--- src/rtl/uart_tx_pkg.sv ---
// Shared definitions for the memory-mapped UART transmitter: register offsets,
// STATUS bit positions and the serializer state encoding.
package uart_tx_pkg;

  localparam logic [1:0] OFF_TXDATA = 2'd0;
  localparam logic [1:0] OFF_STATUS = 2'd1;
  localparam logic [1:0] OFF_DIV    = 2'd2;
  localparam logic [1:0] OFF_IRQ_EN = 2'd3;

  localparam int STAT_FULL  = 0;
  localparam int STAT_EMPTY = 1;
  localparam int STAT_BUSY  = 2;
  localparam int STAT_OVF   = 3;
  localparam int STAT_LEVEL = 7;

  typedef enum logic [1:0] {
    ST_IDLE  = 2'd0,
    ST_START = 2'd1,
    ST_DATA  = 2'd2,
    ST_STOP  = 2'd3
  } uart_tx_state_e;

endpackage

--- src/rtl/uart_tx_fifo.sv ---
// Synchronous FIFO with extra-MSB pointers; a pop in the same cycle frees the
// slot for a push even when full.
module uart_tx_fifo #(
  parameter int Width = 8,
  parameter int Depth = 8,
  localparam int AW = $clog2(Depth)
) (
  input  logic             clk,
  input  logic             rst_n,
  input  logic             push,
  input  logic [Width-1:0] wdata,
  input  logic             pop,
  output logic [Width-1:0] rdata,
  output logic             full,
  output logic             empty,
  output logic [AW:0]      level
);

  logic [Width-1:0] mem [Depth];
  logic [AW:0]      wr_ptr;
  logic [AW:0]      rd_ptr;
  logic             do_push;
  logic             do_pop;

  assign empty   = (wr_ptr == rd_ptr);
  assign full    = (wr_ptr[AW] != rd_ptr[AW]) && (wr_ptr[AW-1:0] == rd_ptr[AW-1:0]);
  assign level   = wr_ptr - rd_ptr;
  assign do_pop  = pop & ~empty;
  assign do_push = push & (~full | do_pop);
  assign rdata   = mem[rd_ptr[AW-1:0]];

  always_ff @(posedge clk or negedge rst_n) begin
    if (!rst_n) begin
      wr_ptr <= '0;
      rd_ptr <= '0;
    end else begin
      if (do_push) wr_ptr <= wr_ptr + 1'b1;
      if (do_pop)  rd_ptr <= rd_ptr + 1'b1;
    end
  end

  always_ff @(posedge clk) begin
    if (do_push) mem[wr_ptr[AW-1:0]] <= wdata;
  end

endmodule

--- src/rtl/uart_tx_device.sv ---
// Bus-slave UART transmitter: TX FIFO feeding an 8N1 serializer with a
// programmable per-bit divisor and a drain interrupt.
module uart_tx_device
  import uart_tx_pkg::*;
#(
  parameter int          DataWidth    = 32,
  parameter int          AddressWidth = 32,
  parameter int          FifoDepth    = 8,
  parameter logic [15:0] DefaultDiv   = 16'd16
) (
  input  logic                    clk_i,
  input  logic                    rst_ni,
  input  logic                    dev_req_i,
  input  logic                    dev_we_i,
  input  logic [3:0]              dev_be_i,
  input  logic [AddressWidth-1:0] dev_addr_i,
  input  logic [DataWidth-1:0]    dev_wdata_i,
  output logic                    dev_rvalid_o,
  output logic [DataWidth-1:0]    dev_rdata_o,
  output logic                    dev_err_o,
  output logic                    tx_o,
  output logic                    irq_o
);

  localparam int LvlW = $clog2(FifoDepth) + 1;

  logic [1:0]           off;
  logic                 addr_ok;
  logic                 wr_en;
  logic                 push;
  logic                 pop;
  logic                 ovf_clr;
  logic                 ovf_q;
  logic [15:0]          div_q;
  logic                 irq_en_q;
  logic [7:0]           fifo_rdata;
  logic                 full;
  logic                 empty;
  logic [LvlW-1:0]      level;
  logic [DataWidth-1:0] rdata_d;
  logic [DataWidth-1:0] status;

  uart_tx_state_e state;
  logic [15:0]    cnt;
  logic [15:0]    reload;
  logic [2:0]     idx;
  logic [7:0]     shreg;

  logic unused_bits;
  assign unused_bits = ^{dev_addr_i[AddressWidth-1:10], dev_addr_i[1:0],
                         dev_wdata_i[DataWidth-1:16], dev_be_i[3:2]};

  assign off     = dev_addr_i[3:2];
  assign addr_ok = (dev_addr_i[9:4] == 6'd0);
  assign wr_en   = dev_req_i & dev_we_i & addr_ok;
  assign push    = wr_en & (off == OFF_TXDATA) & dev_be_i[0];
  assign ovf_clr = wr_en & (off == OFF_STATUS) & dev_be_i[0] & dev_wdata_i[STAT_OVF];

  uart_tx_fifo #(
    .Width (8),
    .Depth (FifoDepth)
  ) u_fifo (
    .clk   (clk_i),
    .rst_n (rst_ni),
    .push  (push),
    .wdata (dev_wdata_i[7:0]),
    .pop   (pop),
    .rdata (fifo_rdata),
    .full  (full),
    .empty (empty),
    .level (level)
  );

  always_ff @(posedge clk_i or negedge rst_ni) begin
    if (!rst_ni) begin
      ovf_q    <= 1'b0;
      div_q    <= DefaultDiv;
      irq_en_q <= 1'b0;
    end else begin
      if (push && full && !pop) ovf_q <= 1'b1;
      else if (ovf_clr)         ovf_q <= 1'b0;
      if (wr_en && off == OFF_DIV) begin
        if (dev_be_i[0]) div_q[7:0]  <= dev_wdata_i[7:0];
        if (dev_be_i[1]) div_q[15:8] <= dev_wdata_i[15:8];
      end
      if (wr_en && off == OFF_IRQ_EN && dev_be_i[0]) irq_en_q <= dev_wdata_i[0];
    end
  end

  always_comb begin
    status             = DataWidth'(level) << STAT_LEVEL;
    status[STAT_FULL]  = full;
    status[STAT_EMPTY] = empty;
    status[STAT_BUSY]  = (state != ST_IDLE);
    status[STAT_OVF]   = ovf_q;
  end

  always_comb begin
    rdata_d = '0;
    if (dev_req_i && !dev_we_i && addr_ok) begin
      case (off)
        OFF_STATUS: rdata_d = status;
        OFF_DIV:    rdata_d = DataWidth'(div_q);
        OFF_IRQ_EN: rdata_d = DataWidth'(irq_en_q);
        default:    rdata_d = '0;
      endcase
    end
  end

  always_ff @(posedge clk_i or negedge rst_ni) begin
    if (!rst_ni) begin
      dev_rvalid_o <= 1'b0;
      dev_err_o    <= 1'b0;
      dev_rdata_o  <= '0;
    end else begin
      dev_rvalid_o <= dev_req_i;
      dev_err_o    <= dev_req_i & ~addr_ok;
      dev_rdata_o  <= rdata_d;
    end
  end

  // A divisor of 0 behaves as 1; the reload value is sampled at every bit boundary.
  assign reload = (div_q == 16'd0) ? 16'd0 : div_q - 16'd1;
  assign pop    = ~empty & ((state == ST_IDLE) | ((state == ST_STOP) & (cnt == 16'd0)));

  always_ff @(posedge clk_i or negedge rst_ni) begin
    if (!rst_ni) begin
      state <= ST_IDLE;
      cnt   <= '0;
      idx   <= '0;
      tx_o  <= 1'b1;
      irq_o <= 1'b0;
    end else begin
      irq_o <= irq_en_q & empty & (state == ST_IDLE);
      case (state)
        ST_IDLE: begin
          if (!empty) begin
            state <= ST_START;
            cnt   <= reload;
            tx_o  <= 1'b0;
          end
        end
        ST_START: begin
          if (cnt == 16'd0) begin
            state <= ST_DATA;
            cnt   <= reload;
            idx   <= 3'd0;
            tx_o  <= shreg[0];
          end else begin
            cnt <= cnt - 16'd1;
          end
        end
        ST_DATA: begin
          if (cnt == 16'd0) begin
            cnt <= reload;
            if (idx == 3'd7) begin
              state <= ST_STOP;
              tx_o  <= 1'b1;
            end else begin
              idx  <= idx + 3'd1;
              tx_o <= shreg[idx + 3'd1];
            end
          end else begin
            cnt <= cnt - 16'd1;
          end
        end
        default: begin
          if (cnt == 16'd0) begin
            cnt <= reload;
            if (!empty) begin
              state <= ST_START;
              tx_o  <= 1'b0;
            end else begin
              state <= ST_IDLE;
              tx_o  <= 1'b1;
            end
          end else begin
            cnt <= cnt - 16'd1;
          end
        end
      endcase
    end
  end

  always_ff @(posedge clk_i) begin
    if (pop) shreg <= fifo_rdata;
  end

endmodule

--- config.mk ---
export PLATFORM = sky130hd
export DESIGN_NAME = uart_tx_device
export DESIGN_NICKNAME = d
export VERILOG_FILES = /design/src/rtl/uart_tx_pkg.sv /design/src/rtl/uart_tx_fifo.sv /design/src/rtl/uart_tx_device.sv
export SDC_FILE = /design/constraint.sdc
export NUM_CORES = 1
export LEC_CHECK = 0
export ABC_CLOCK_PERIOD_IN_PS = 5720
export CORE_MARGIN = 3
export CORE_UTILIZATION = 29
export DETAILED_ROUTE_END_ITERATION = 8
export GPL_ROUTABILITY_DRIVEN = 1
export GPL_TIMING_DRIVEN = 0
export PLACE_DENSITY = 0.57
export SYNTH_ARGS = -nofsm -noshare
export SYNTH_HDL_FRONTEND = slang
export SYNTH_SLANG_ARGS = --single-unit
--- constraint.sdc ---
create_clock -name clk_i -period 5.72 [get_ports clk_i]
set_input_delay 1.43 -clock clk_i [delete_from_list [all_inputs] [get_ports clk_i]]
set_output_delay 1.43 -clock clk_i [all_outputs]
set_load 0.03 [all_outputs]
# Yosys cells after proc, flatten, opt, wreduce, memory -nomap -nowiden
# Memory sizes are Yosys's and may differ from the RTL's. A register that Yosys moved wholly into a read port is not among the register bits.
# Index checks and enable logic that the tools add are counted.
dict set report totals {
  memories 1
  mem_bits_rw 64
  out_inout_bits 36
  inputBits 72
  rom_bits 0
  latch_bits 0
  reg_bits 83
  elab_cells 110
}
dict set report op_classes {
  n_reduce_logical 24
  n_lt_le_gt_ge 1
  n_bitwise 19
  n_addsub 6
  n_mux 30
  shift 0
  div 0
  eq_ne 15
  n_mul 0
}
# name depth width rd rd_clocked_by_memory_dff write_ports line_no
set mem_list {}
lappend mem_list {u_fifo.mem 8 8 1 1 1 uart_tx_fifo.sv:19} ;# logic [Width-1:0] mem [Depth];
# op count
set ops {}
lappend ops {{$mux 16} 5}
lappend ops {{$pmux 16 s3} 1}
lappend ops {{$logic_not 16->1} 2}
lappend ops {{$sub 16x1->16 const B} 2}
lappend ops {{$and 1x1->1} 14}
lappend ops {{$mux 1} 12}
lappend ops {{$mux 2} 5}
lappend ops {{$ne 2x2->1 const B} 5}
lappend ops {{$mux 3} 3}
lappend ops {{$add 4x1->4 const B} 2}
lappend ops {{$eq 2x2->1 const B} 4}
lappend ops {{$logic_and 1x1->1} 8}
lappend ops {{$reduce_and 4->1} 2}
lappend ops {{$reduce_bool 2->1} 4}
lappend ops {{$logic_not 6->1} 1}
lappend ops {{$pmux 2 s3} 1}
lappend ops {{$pmux 3 s2} 1}
lappend ops {{$reduce_and 5->1} 1}
lappend ops {{$eq 2x1->1 const B} 2}
lappend ops {{$eq 4x4->1} 1}
lappend ops {{$logic_not 2->1} 2}
lappend ops {{$lt 3x4->1 const B} 1}
lappend ops {{$reduce_and 2->1} 2}
lappend ops {{$sub 4x4->4} 1}
lappend ops {{other kinds (9)} 13}

# Logic depth before layout (Yosys ltp)
# Gate-level depths: netlist of run 1.
dict set report depth {
  depth_word 9
  depth_mapped 10
}

# Cells and area by module
# A second synthesis of run 1 with hierarchy kept.
dict set report unflattened {
  cells_unflattened 506
  hier_area_um2 6598.8
}
# module area_per_inst_um2 cells_each instances
set modules_own_cells {}
lappend modules_own_cells {uart_tx_device 3619.7 336 1}
lappend modules_own_cells {uart_tx_fifo 2979.1 170 1}

# Least setup slack after synthesis of run 1
# OpenSTA, ideal clock, no wires.
dict set report synth_timing {
  path_kind {input -> register}
  from {in dev_addr_i[5]}
  to {mem u_fifo.mem[2][0], enable pin}
  arrival_time_ns 3.456
  slack_ns 1.866
  cell_stages 5
  setup_ns 0.398
  path_cell_list {nor4_1 nand4_1 or2_2 nor3_4 nor4b_1}
}
dict set report synth_via {
  elab_chain_cells 7
}
# element line_no
set synth_rtl {}
lappend synth_rtl {{start, declared} uart_tx_device.sv:16} ;# input logic [AddressWidth-1:0] dev_addr_i,
lappend synth_rtl {{$logic_not 6->1} uart_tx_device.sv:54} ;# assign addr_ok = (dev_addr_i[9:4] == 6'd0);
lappend synth_rtl {{$and 1x1->1} uart_tx_device.sv:55} ;# assign wr_en = dev_req_i & dev_we_i & addr_ok;
lappend synth_rtl {{$and 1x1->1 (2 in series)} uart_tx_device.sv:56} ;# assign push = wr_en & (off == OFF_TXDATA) & dev_be_i[0];
lappend synth_rtl {{$and 1x1->1} uart_tx_fifo.sv:29} ;# assign do_push = push & (~full | do_pop);
lappend synth_rtl {{$mux 1} uart_tx_fifo.sv:43} ;# if (do_push) mem[wr_ptr[AW-1:0]] <= wdata;
lappend synth_rtl {{$mux 1 (not written as such)} uart_tx_fifo.sv:43}
lappend synth_rtl {{end, declared} uart_tx_fifo.sv:19}
# No other way between the ends.

# Worst setup path after layout of run 1
dict set report layout_timing {
  from {reg u_fifo.rd_ptr[1]}
  to {mem u_fifo.mem[2][4], enable pin}
}
dict set report layout_via {
  elab_chain_cells 8
}
# element line_no
set layout_rtl {}
lappend layout_rtl {{start, declared} uart_tx_fifo.sv:21} ;# logic [AW:0] rd_ptr;
lappend layout_rtl {{start signal, assigned} uart_tx_fifo.sv:38} ;# if (do_pop) rd_ptr <= rd_ptr + 1'b1;
lappend layout_rtl {{$eq 4x4->1} uart_tx_fifo.sv:25} ;# assign empty = (wr_ptr == rd_ptr);
lappend layout_rtl {{$not 1->1} {uart_tx_fifo.sv:28, uart_tx_device.sv:124}}
lappend layout_rtl {{$and 1x1->1} uart_tx_device.sv:124} ;# assign pop = ~empty & ((state == ST_IDLE) | ((state == ST_STOP) & (cnt == 16'd0)));
lappend layout_rtl {{$and 1x1->1} uart_tx_fifo.sv:28} ;# assign do_pop = pop & ~empty;
lappend layout_rtl {{$or 1x1->1 (*)} uart_tx_fifo.sv:29}
lappend layout_rtl {{$and 1x1->1 (*)} uart_tx_fifo.sv:29}
lappend layout_rtl {{$mux 1 (*)} uart_tx_fifo.sv:43}
lappend layout_rtl {{$mux 1 (not written as such) (*)} uart_tx_fifo.sv:43}
# Every way passes the cells marked *; elsewhere a longest branch is shown, timed or not.

==> flow_metrics.env, run 1 <==
export IMPL_fin_util_pct=37.05
export IMPL_cts_max_level=4
export IMPL_cts_tree="built"
export IMPL_antenna_found_initial=0
export IMPL_yosysTopAreaCell="edfxtp_1"
export IMPL_grt_use_total_pct=12.86
export IMPL_rr_endpoint="u_fifo.mem[2][4]"
export IMPL_fin_worst_skew_ns=0.009170
export IMPL_cp_max_fo=10
export IMPL_drc=0
export IMPL_clock_sinks=139
export IMPL_wl_per_cell_um=17.10
export IMPL_crit_chain="clkbuf_1, clkbuf_1, inv_1, ha_1, and3_1, nand3_1, a31oi_4, nor3_4, nor4b_2, buf_4"
export IMPL_clkLatencyLatePin_ns=0.42
export IMPL_fill_cells=2097
export IMPL_whs_path_depth=1
export IMPL_grt_overflow=0
export IMPL_place_gp_congestion=0.8337
export IMPL_layout_cells_most_common="edfxtp_1"
export IMPL_cpMaxStageDelayCell="clkbuf_1"
export IMPL_hold_start="u_fifo.wr_ptr[3]"
export IMPL_hold_viol=0
export IMPL_synth_ff_type="edfxtp_1"
export IMPL_syn_area_sq_um=6668
export IMPL_insertedDiodeCount=0
export IMPL_ir_drop_uv=219.7
export IMPL_start_kind="flop"
export IMPL_wl_um=15360
export IMPL_relSlewSlack_pct=41.54
export IMPL_synthCells=519
export IMPL_async_flop_share_pct=48.20
export IMPL_fp_dieW_um=157.6
export IMPL_final_net_count=693
export IMPL_critPathMostFrequentCell="clkbuf_1"
export IMPL_yosysSeqAreaShare_pct=57.61
export IMPL_drv_slew=0
export IMPL_dpl_cell_count=866
export IMPL_p_leak_nw=3.196
export IMPL_avgSynthCellArea_sq_um=12.85
export IMPL_cp_end_kind="flop"
export IMPL_syn2layout_area_growth_pct=23.51
export IMPL_rrSetupSlack_ns=1.94
export IMPL_cts_root_buffer="clkbuf_16"
export IMPL_fin_crit_sh_pct=66.01
export IMPL_synth_edf_count=72
export IMPL_path_clk_slew_ns=0.06
export IMPL_worstSetupPathType="reg2reg"
export IMPL_fin_setup_tns_ns=0
export IMPL_path_buf_inv=4
export IMPL_dieArea_sq_um=24850
export IMPL_synth_top_area_share_pct=32.43
export IMPL_ys_warn_count=0
export IMPL_min_to="u_fifo.wr_ptr[3]"
export IMPL_crit_family="buffers and inverters"
export IMPL_post_cts_resize_count=0
export IMPL_hp_class="reg2reg"
export IMPL_rsz0062_at_grt="no"
export IMPL_dr_pass1_iters=6
export IMPL_final_cell_mix="72 x edfxtp_1, 65 x dfrtp_1, 48 x nand2_1"
export IMPL_cts_buffer_depth=2
export IMPL_grt_max_degree=68
export IMPL_dp_hpwl_um=10870
export IMPL_total_power_mw=3.332
export IMPL_drv_cap=0
export IMPL_fp_row_count=54
export IMPL_start_util_pct=30.00
export IMPL_port_buffers=48
export IMPL_cts_setup_buffers=0
export IMPL_max_freq_mhz=264.8
export IMPL_vias=4405
export IMPL_drt_iter0_markers=325
export IMPL_critical_path_max_stage_delay_ns=0.55
export IMPL_worst_pin_slew_ns=0.8769
export IMPL_cts_buffers_inserted=17
export IMPL_outcome="finished clean"
export IMPL_power_density_nw_per_um2=404.6
export IMPL_layout_min_cycle_time_ns=3.776
export IMPL_die_y_um=157.6
export IMPL_grt_pass1_vias=4537
export IMPL_viasPerCell=4.905
export IMPL_synth_cell_types=65
export IMPL_ios=108
export IMPL_ant_nets=0
export IMPL_drive_above_1_share_pct=18.45
export IMPL_reg2reg_from="u_fifo.rd_ptr[1]"
export IMPL_grt_pass1_wl_um=24750
export IMPL_worstPathArrival_ns=3.91
export IMPL_ctsHoldBuffers=0
export IMPL_coreArea_sq_um=22230
export IMPL_crit_required_ns=5.85
export IMPL_ys_ff_latch=139
export IMPL_layout_cells_non_filler=898
export IMPL_setup_viol=0
export IMPL_ff2ff_path_depth=10
export IMPL_synth_area_leaders="edfxtp_1 32%, dfrtp_1 24%, mux4_2 6.1%"
==> flip-flops by register name, indices dropped and copies added (netlist names) <==
signal	cells
u_fifo.mem	64
cnt	16
dev_rdata_o	16
div_q	16
shreg	8
u_fifo.rd_ptr	4
u_fifo.wr_ptr	4
idx	3
state	2
dev_err_o	1
dev_rvalid_o	1
irq_en_q	1
irq_o	1
ovf_q	1
tx_o	1
==> where the power goes <==
part | leakage [nW] | total [mW] | switching, mW | internal, mW
clock | 0.307 | 1.17 | 0.461 | 0.705
combinational | 1.37 | 0.897 | 0.503 | 0.393
sequential | 1.52 | 1.27 | 0.106 | 1.16
==> metrics by stage <==
| stage | hold slack (ns) | setup WS (ns) | cell area, sq um |
|---|---|---|---|
| detailed placement | 0.5268 | 1.507 | 7604 |
| global placement | 0.5010 | 0.6585 | 7555 |
| floorplan | 0.4814 | 1.866 | 6724 |
| finish | 0.5325 | 1.944 | 8235 |
| CTS | 0.5353 | 1.902 | 8235 |
| global route | 0.5544 | 1.662 | 8235 |
==> worst reg2reg max path: stages, from the launching register on <==
cell	delay, ns
dfrtp_1	0.42
clkbuf_1	0.47
clkbuf_1	0.55
inv_1	0.13
ha_1	0.35
and3_1	0.22
nand3_1	0.14
a31oi_4	0.08
nor3_4	0.35
nor4b_2	0.54
buf_4	0.25
==> synthesized netlist by cell type, drive strengths merged, types with 8 or more instances <==
cell and instances:
nor3 12, nand2 48, ha 15, nor2b 9
a22oi 8, buf 24, and3 8, dfrtp 65
inv 18, a21oi 19, o21ai 12, nor4 8
xnor2 13, clkbuf 11, mux2 18, and2 14
edfxtp 72, mux4 18, nor2 31
==> cell type report <==
cell class	count	area [sq um]	area share [%]
Multi-Input combinational cell	341	2614	31.74
Timing Repair Buffer	52	511.7	6.214
Clock buffer	17	425.4	5.166
Inverter	19	71.32	0.8660
Tap cell	280	350.3	4.254
Sequential cell	139	3841	46.64
Clock inverter	15	206.4	2.507
Buffer	35	215.2	2.613
==> how the worst max path moves through the flow <==
stage | startpoint | depth (start not counted) | endpoint | slack (ns)
global route | u_fifo.rd_ptr[1] | 10 | u_fifo.mem[3][5] | 1.66
floorplan | dev_addr_i[5] | 5 | u_fifo.mem[2][0] | 1.87
global placement | dev_addr_i[5] | 6 | u_fifo.mem[2][4] | 0.66
finish | u_fifo.rd_ptr[1] | 10 | u_fifo.mem[2][4] | 1.94
detailed placement | dev_addr_i[5] | 7 | u_fifo.mem[2][4] | 1.51
CTS | u_fifo.rd_ptr[1] | 10 | u_fifo.mem[2][6] | 1.90
==> cell families after synthesis <==
group,after synthesis,synth area share [%]
xor gates and xnor gates,20,2.627
buffers and inverters,54,4.297
AOI/OAI and AO/OA,79,9.008
muxes,38,9.420
other,1,0.05624
adders and majority gates,16,3.115
DFF,139,57.61
and+or+nand+nor,172,13.87
==> metal layers <==
metal	vias up	track usage (%)	part of all wire, %	wire (um)
met3	17	2.597	3.6	559
met2	109	20.31	47	7224
met1	2198	17.73	48	7301
li1	2081	-	-	-
met5	-	0	0	0
met4	0	4.463	1.8	271
Power figures use the tool's default switching activity.
==> inputs of run 2 (changes only) <==
- ABC_CLOCK_PERIOD_IN_PS: 5720 -> 3200
- PLACE_DENSITY: 0.57 -> 0.58
- clock period: 5.72 -> 3.2 ns (I/O delays scaled with it)
==> run 2 against run 1 <==
Against the previous run:
- clock-buffer cell count is the same
- clock power is 68% higher
- cell area rose by 0.20%
- largest power group unchanged
- sequential share of layout area down 0.092 points
- critical path type unchanged
- utilization is 0.073 points higher
==> flow_metrics.env, run 2 (synthesis gave the netlist of run 1 again) <==
export IMPL_relSlewSlack_pct=41.96
export IMPL_coreArea_sq_um=22230
export IMPL_clkLatencyLatePin_ns=0.43
export IMPL_fin_crit_sh_pct=93.23
export IMPL_final_cell_mix="72 x edfxtp_1, 65 x dfrtp_1, 48 x nand2_1"
export IMPL_cts_tree="built"
export IMPL_total_power_mw=5.826
export IMPL_worstSetupPathType="reg2reg"
export IMPL_outcome="finished clean"
export IMPL_fp_dieW_um=157.6
export IMPL_drt_iter0_markers=340
export IMPL_viasPerCell=4.941
export IMPL_wl_um=15240
export IMPL_grt_use_total_pct=12.82
export IMPL_p_leak_nw=3.194
export IMPL_rsz0062_at_grt="no"
export IMPL_worstPathArrival_ns=3.13
export IMPL_insertedDiodeCount=0
export IMPL_max_freq_mhz=335.2
export IMPL_crit_chain="clkbuf_2, clkbuf_4, inv_1, ha_1, and3_1, nand3_1, a31oi_4, nor3_4, nor4b_4, buf_12"
export IMPL_rr_endpoint="u_fifo.mem[3][3]"
export IMPL_cts_max_level=4
export IMPL_ir_drop_uv=397.4
export IMPL_crit_family="simple AND/OR/NAND/NOR gates"
export IMPL_rrSetupSlack_ns=0.22
export IMPL_cts_root_buffer="clkbuf_16"
export IMPL_layout_cells_most_common="edfxtp_1"
export IMPL_drc=0
export IMPL_worst_pin_slew_ns=0.8707
export IMPL_cts_buffer_depth=2
export IMPL_start_kind="flop"
export IMPL_drive_above_1_share_pct=19.61
export IMPL_grt_overflow=0
export IMPL_place_gp_congestion=0.8566
export IMPL_port_buffers=48
export IMPL_drv_cap=0
export IMPL_hold_viol=0
export IMPL_syn2layout_area_growth_pct=23.76
export IMPL_cts_buffers_inserted=17
export IMPL_dp_hpwl_um=10690
export IMPL_cpMaxStageDelayCell="dfrtp_1"
export IMPL_crit_required_ns=3.35
export IMPL_critical_path_max_stage_delay_ns=0.42
export IMPL_grt_max_degree=68
export IMPL_cp_end_kind="flop"
export IMPL_drv_slew=0
export IMPL_setup_viol=0
export IMPL_reg2reg_from="u_fifo.rd_ptr[1]"
export IMPL_grt_pass1_wl_um=24490
export IMPL_final_net_count=692
export IMPL_layout_min_cycle_time_ns=2.983
export IMPL_start_util_pct=30.00
export IMPL_die_y_um=157.6
export IMPL_layout_cells_non_filler=897
export IMPL_path_clk_slew_ns=0.06
export IMPL_ant_nets=0
export IMPL_vias=4432
export IMPL_hold_ws_ns=0.4892
export IMPL_fin_setup_tns_ns=0
export IMPL_dr_pass1_iters=5
export IMPL_ios=108
export IMPL_power_density_nw_per_um2=706.0
export IMPL_clock_sinks=139
export IMPL_wl_per_cell_um=16.99
export IMPL_largest_reg_flops=64
export IMPL_dpl_cell_count=863
export IMPL_grt_pass1_vias=4478
export IMPL_dieArea_sq_um=24850
export IMPL_fp_row_count=54
export IMPL_cp_max_fo=10
export IMPL_fin_util_pct=37.12
export IMPL_hp_class="in2async"
export IMPL_fin_worst_skew_ns=0.01170
export IMPL_antenna_found_initial=0
export IMPL_ff2ff_path_depth=10
export IMPL_path_buf_inv=4
==> run 2: changes by cell type in the layout (fill, tap and decap cells not counted), sizes merged <==
cell      delta
clkinv       +1
inv          +2
bufinv       -2
clkinvlp     -1
buf          -1
==> run 2: how the worst max path moves through the flow <==
stage	startpoint	to	slack (ns)	cells past startpoint
final	u_fifo.rd_ptr[1]	u_fifo.mem[3][3]	0.22	10
after global routing	dev_addr_i[4]	u_fifo.mem[3][0]	0.05	7
after CTS	u_fifo.rd_ptr[1]	u_fifo.mem[0][1]	0.02	9
after detailed placement	u_fifo.rd_ptr[1]	u_fifo.mem[2][7]	-0.87	9
after global placement	u_fifo.rd_ptr[1]	u_fifo.rd_ptr[3]	-1.04	9
after floorplan	u_fifo.rd_ptr[1]	u_fifo.rd_ptr[3]	0.005	9
==> run 2: repair_timing <==
item / 4_1_cts / 5_1_grt
hold buffers: 0 / 0
buffers inserted: 2 / 0
resized for setup: 8 / 4
pin swaps: 0 / 2
endpoints found under the setup margin: 90 / 68
cloned: 0 / 0
==> run 2: final cells by class <==
type,instances,area (sq um)
well taps,280,350.3
clock inverters,15,171.4
plain buffers,35,220.2
repair buffers,51,525.5
flip-flops and latches,139,3841
inverters,19,71.32
fillers,2140,13980
clock buffers,17,425.4
multi-input cells,341,2646
==> run 2: layer usage <==
layer / track usage [%] / share of wire (%)
met1: 17.47 / 46
met2: 20.33 / 48
met3: 2.734 / 4.4
met4: 4.545 / 1.4
met5: 0 / 0
==> run 2: per-stage QoR <==
step,area (sq um),setup WS [ns]
floorplan,6736,0.005027
global placement,7567,-1.038
detailed placement,7577,-0.8737
CTS,8247,0.02141
global route,8252,0.04703
finish,8252,0.2168
==> run 2: report_power, final <==
group | total, mW | internal, mW | switching, mW
sequential | 2.27 | 2.08 | 0.187
clock | 1.97 | 1.12 | 0.857
combinational | 1.59 | 0.704 | 0.884
total | 5.83 | 3.90 | 1.93
